<file path="config.mk">
export PLATFORM = sky130hd
export DESIGN_NAME = lsu_ctrl
export DESIGN_NICKNAME = d
export VERILOG_FILES = /design/src/rtl/lsu_ctrl.sv
export SDC_FILE = /design/constraint.sdc
export NUM_CORES = 1
export LEC_CHECK = 0
export ABC_AREA = 1
export CELL_PAD_IN_SITES_DETAIL_PLACEMENT = 2
export CELL_PAD_IN_SITES_GLOBAL_PLACEMENT = 2
export CORE_MARGIN = 5
export CORE_UTILIZATION = 26
export CTS_CLUSTER_DIAMETER = 80
export DETAILED_ROUTE_END_ITERATION = 8
export PLACE_DENSITY_LB_ADDON = 0.15
export SLEW_MARGIN = 10
export SYNTH_ARGS = -nofsm -noshare
export SYNTH_HDL_FRONTEND = slang
export SYNTH_SLANG_ARGS = --single-unit
</file>
<file path="constraint.sdc">
create_clock -name clk -period 2.4 [get_ports clk]
set_clock_uncertainty 0.1 [all_clocks]
set_input_delay 0.36 -clock clk [delete_from_list [all_inputs] [get_ports clk]]
set_output_delay 0.36 -clock clk [all_outputs]
set_load 0.01 [all_outputs]
</file>
<file path="src/rtl/lsu_ctrl.sv">
// Load/store unit between the execute/memory stage and word-wide data memory.
// Define LSU_MISALIGN_TRAP_EN to trap misaligned half/word accesses.
module lsu_ctrl #(
  parameter int WORD_AW = 6
) (
  input  logic        clk,
  input  logic        rst,
  input  logic        req_valid,
  output logic        req_ready,
  input  logic        req_write,
  input  logic [1:0]  req_size,
  input  logic        req_signed,
  input  logic [31:0] req_addr,
  input  logic [31:0] req_wdata,
  output logic        rsp_valid,
  output logic [31:0] rsp_rdata,
  output logic        rsp_err,
  output logic [31:0] mem_addr,
  output logic [31:0] mem_wdata,
  output logic        mem_write,
  output logic        mem_read,
  input  logic [31:0] mem_rdata
);

  typedef enum logic [2:0] {
    S_IDLE,
    S_LOAD,
    S_RMW_READ,
    S_STORE,
    S_RESP
  } state_t;

  state_t r_state;
  state_t w_next;

  logic [WORD_AW+1:0] r_addr;
  logic [1:0]         r_size;
  logic               r_signed;
  logic [31:0]        r_wdata;
  logic [31:0]        r_wbuf;
  logic [31:0]        r_rdata;
  logic               r_err;

  logic               w_req_half;
  logic               w_req_word;
  logic               w_misal;
  logic               w_trap;
  logic [1:0]         w_lo;
  logic [WORD_AW+1:0] w_cap_addr;
  logic               w_unused;

  assign w_unused   = ^req_addr[31:WORD_AW+2];
  assign w_req_half = (req_size == 2'b01);
  assign w_req_word = req_size[1];
  assign w_misal    = (w_req_half & req_addr[0]) |
                      (w_req_word & (|req_addr[1:0]));

`ifdef LSU_MISALIGN_TRAP_EN
  assign w_trap = w_misal;
  assign w_lo   = req_addr[1:0];
`else
  assign w_trap = 1'b0;
  // Misaligned low bits are dropped so the access lands on its natural boundary.
  assign w_lo   = w_req_word ? 2'b00 :
                  {req_addr[1], req_addr[0] & ~w_req_half};
`endif

  assign w_cap_addr = {req_addr[WORD_AW+1:2], w_lo};

  logic        w_is_byte;
  logic        w_is_half;
  logic        w_is_word;
  logic [4:0]  w_sh;
  logic [31:0] w_shifted;
  logic [15:0] w_half;
  logic [31:0] w_load;
  logic [31:0] w_mask;
  logic [31:0] w_merge;

  assign w_is_byte = (r_size == 2'b00);
  assign w_is_half = (r_size == 2'b01);
  assign w_is_word = r_size[1];
  assign w_sh      = {r_addr[1:0], 3'b000};
  assign w_shifted = mem_rdata >> w_sh;
  assign w_half    = r_addr[1] ? mem_rdata[31:16] : mem_rdata[15:0];

  always_comb begin
    w_load = mem_rdata;
    w_mask = 32'hFFFF_FFFF;
    unique case (1'b1)
      w_is_byte: begin
        w_load = {{24{r_signed & w_shifted[7]}}, w_shifted[7:0]};
        w_mask = 32'h0000_00FF << w_sh;
      end
      w_is_half: begin
        w_load = {{16{r_signed & w_half[15]}}, w_half};
        w_mask = 32'h0000_FFFF << {r_addr[1], 4'b0000};
      end
      w_is_word: begin
        w_load = mem_rdata;
        w_mask = 32'hFFFF_FFFF;
      end
    endcase
  end

  // Half stores have addr[0]==0 here, so a byte-granular shift also fits them.
  assign w_merge = (mem_rdata & ~w_mask) | ((r_wdata << w_sh) & w_mask);

  always_ff @(posedge clk) begin
    if (rst) begin
      r_state <= S_IDLE;
    end else begin
      r_state <= w_next;
    end
  end

  always_comb begin
    w_next    = r_state;
    req_ready = 1'b0;
    rsp_valid = 1'b0;
    mem_read  = 1'b0;
    mem_write = 1'b0;
    unique case (r_state)
      S_IDLE: begin
        req_ready = 1'b1;
        if (req_valid) begin
          if (w_trap) begin
            w_next = S_RESP;
          end else if (!req_write) begin
            w_next = S_LOAD;
          end else if (w_req_word) begin
            w_next = S_STORE;
          end else begin
            w_next = S_RMW_READ;
          end
        end
      end
      S_LOAD: begin
        mem_read = !rst;
        w_next   = S_RESP;
      end
      S_RMW_READ: begin
        mem_read = !rst;
        w_next   = S_STORE;
      end
      S_STORE: begin
        mem_write = !rst;
        w_next    = S_RESP;
      end
      S_RESP: begin
        rsp_valid = 1'b1;
        w_next    = S_IDLE;
      end
      default: begin
        w_next = S_IDLE;
      end
    endcase
  end

  always_ff @(posedge clk) begin
    if (rst) begin
      r_addr   <= '0;
      r_size   <= 2'b00;
      r_signed <= 1'b0;
      r_wdata  <= '0;
      r_wbuf   <= '0;
      r_rdata  <= '0;
      r_err    <= 1'b0;
    end else begin
      unique case (r_state)
        S_IDLE: begin
          if (req_valid) begin
            r_addr   <= w_cap_addr;
            r_size   <= req_size;
            r_signed <= req_signed;
            r_wdata  <= req_wdata;
            if (req_write && w_req_word) begin
              r_wbuf <= req_wdata;
            end
            if (w_trap) begin
              r_rdata <= '0;
              r_err   <= 1'b1;
            end
          end
        end
        S_LOAD: begin
          r_rdata <= w_load;
          r_err   <= 1'b0;
        end
        S_RMW_READ: begin
          r_wbuf <= w_merge;
        end
        S_STORE: begin
          r_rdata <= '0;
          r_err   <= 1'b0;
        end
        default: begin
        end
      endcase
    end
  end

  assign mem_addr  = {{(32-WORD_AW){1'b0}}, r_addr[WORD_AW+1:2]};
  assign mem_wdata = r_wbuf;
  assign rsp_rdata = r_rdata;
  assign rsp_err   = r_err;

endmodule

</file>
==> results.sh <==
export IMPL_status="finished clean"
export IMPL_area_growth_pct=31.5
export IMPL_cts_sinks=110
export IMPL_grt_use_met3_pct=3.50
export IMPL_nets=1223
export IMPL_dieHeight_um=166
export IMPL_cts_tree="done"
export IMPL_cts_resized=0
export IMPL_seqPwrFrac_pct=37.4
export IMPL_switching_share_pct=37.4
export IMPL_grt_util_met2_pct=34.3
export IMPL_maxSlewViolCount=0
export IMPL_yosys_warnings=0
export IMPL_cts_setup_buffers=0
export IMPL_path_class="reg2out"
export IMPL_htree_num_levels=3
export IMPL_power_leakage_nw=3.36
export IMPL_drt_total_wl_um=27400
export IMPL_drc=0
export IMPL_dpl_hpwl_um=20500
export IMPL_p_per_area_nw_per_um2=699
export IMPL_drt_iter0_drc=333
export IMPL_period_minus_slack_ns=2.21
export IMPL_globalRoute_busiestLayer="met2"
export IMPL_viasPerCell=4.82
export IMPL_clockPowerShare_pct=28.0
export IMPL_firstDrtPassIters=4
export IMPL_row_count=57
export IMPL_start_util_pct=26.2
export IMPL_clockBufferDepth=2
export IMPL_finalHoldViolCount=0
export IMPL_gp_congestion=0.820
export IMPL_setup_tns_ns=0
export IMPL_critPathCaptureType="primary output"
export IMPL_p_switching_mw=2.17
export IMPL_antennaDiodeCount=0
export IMPL_rrSetupSlack_ns=0.33
export IMPL_max_freq_mhz=453
export IMPL_fp_dieW_um=166
export IMPL_max_slew_margin_pct=53.4
export IMPL_final_common_cell="nand2_1"
export IMPL_setup_violations=0
export IMPL_overflow=0
export IMPL_syn_inst=1007
export IMPL_netlist_area_um2=6310
export IMPL_rsz0062_at_grt="no"
export IMPL_maxCapViolCount=0
export IMPL_ctsHoldBuffers=0
export IMPL_yosys_area_top_type_share_pct=34.9
export IMPL_vias=6977
export IMPL_p_total_mw=5.80
export IMPL_comb_power_share_pct=34.6
export IMPL_die_area_um2=27500
export IMPL_grt_util_met1_pct=24.8
export IMPL_layout_drive_gt1_share_pct=5.51
export IMPL_cp_required_ns=1.94
export IMPL_grt_pass1_vias=7568
export IMPL_numCtsBuffers=9
export IMPL_synthTopCellsByArea="dfxtp_1, nand2_1, a21oi_1"
export IMPL_grt_max_degree=58
export IMPL_hp_class="in2reg"
export IMPL_wl_per_cell_um=18.9
export IMPL_mostFrequentLayoutCells="nand2_1, a21oi_1, clkdlybuf4s50_1"
export IMPL_coreArea_um2=24100
export IMPL_synth_cell_types=28
export IMPL_ant_nets=0
export IMPL_cp_start_kind="flop"
export IMPL_worst_slew_pin_slew_ns=0.699
export IMPL_io_buffers=152
export IMPL_avgSynthCellArea_um2=6.26
export IMPL_clk_pin_slew_ns=0.09
export IMPL_intPower_mw=3.63
export IMPL_cp_max_fo=4
export IMPL_clk_latency_ns=0.37
export IMPL_boundaryPins=204
export IMPL_seq_area_frac_synth_pct=34.9
export IMPL_antenna_found_initial=0
export IMPL_cts_root_buf="clkbuf_16"
export IMPL_grtUsageTotal_pct=19.6
export IMPL_ys_ff_latch=110
export IMPL_fin_crit_sh_pct=92.0
export IMPL_synth_area_leader_cell="dfxtp_1"
export IMPL_ir_worst_vdd_mv=0.252
export IMPL_grt_first_pass_wirelength_um=43200
export IMPL_critPathArrivalTime_ns=1.75
-- worst max-delay path, stage by stage, from the launching register on --
cell             delay, ns
dfxtp_1               0.33
nor2_2                0.20
nand2_1               0.10
inv_1                 0.10
o21a_1                0.13
clkdlybuf4s50_1       0.53
-- cells by family (layout without fill, tap and decap cells) --
kind of cell	Yosys count	in the layout	share of synthesized area, %
other	1	27	0.0595
DFF	110	110	34.9
buffers and inverters	186	278	13.9
AOI/OAI and AO/OA	216	216	18.0
and+or+nand+nor	494	494	33.1
-- flip-flops by register name, indices dropped and copies added, names as in the netlist --
name       count
r_signed       1
r_addr         8
r_size         2
rsp_rdata     32
r_state        3
r_wdata       32
mem_wdata     32
-- cells in the mapped netlist (all sizes together) --
| cell type | number |
|---|---|
| inv | 86 |
| buf | 68 |
| or2 | 3 |
| o21ai | 41 |
| o21a | 1 |
| dfxtp | 110 |
| nand3 | 79 |
| a211oi | 2 |
| nor3 | 2 |
| o2111a | 1 |
| o211ai | 9 |
| clkbuf | 32 |
| nand4 | 30 |
| conb | 1 |
| nor2 | 66 |
| a21oi | 155 |
| a22oi | 6 |
| a31oi | 1 |
| nand2 | 314 |
-- stage by stage --
step                      utilization [%]  cell area [um^2]  hold WS, ns  setup slack [ns]  instances
after floorplan                         -              6400        0.330             0.799       1033
after global placement               33.1              7980        0.350             0.342       1433
after detailed placement             33.1              7980        0.362             0.300       1433
after CTS                            34.4              8290        0.150             0.152       1449
after global routing                 34.4              8290        0.158            0.0761       1449
final                                34.4              8290        0.147             0.192       1449
-- per-layer routing --
layer / vias to the layer above / part of all wire [%]
met5: - / 0
met4: 0 / 1.8
met3: 26 / 3.7
met2: 137 / 49
met1: 3381 / 45
li1: 3433 / -
-- worst paths after layout --
| path | cells past startpoint | endpoint | startpoint |
|---|---|---|---|
| worst max-delay path | 5 | mem_read | r_state[2] |
| worst max register to register | 7 | mem_wdata[20] | r_addr[1] |
| worst min-delay path | 2 | r_addr[4] | rst |
| worst min register to register | 2 | rsp_rdata[1] | rsp_rdata[1] |
-- cell type report --
class	count	area, um^2
Clock buffer	10	229
Sequential cell	110	2200
Multi-Input combinational cell	737	3330
Clock inverter	6	80.1
Inverter	86	323
Timing Repair Buffer	176	1720
Fill cell	2971	15800
Tap cell	324	405
-- power groups by stage --
stage	logic [mW]	registers [mW]	clock network [mW]
floorplan	1.17	2.22	0
global placement	1.99	2.20	0
detailed placement	2.02	2.21	0
CTS	2.05	2.17	1.68
global route	2.24	2.20	1.76
finish	2.01	2.17	1.62
(Power assumes the default switching activity.)
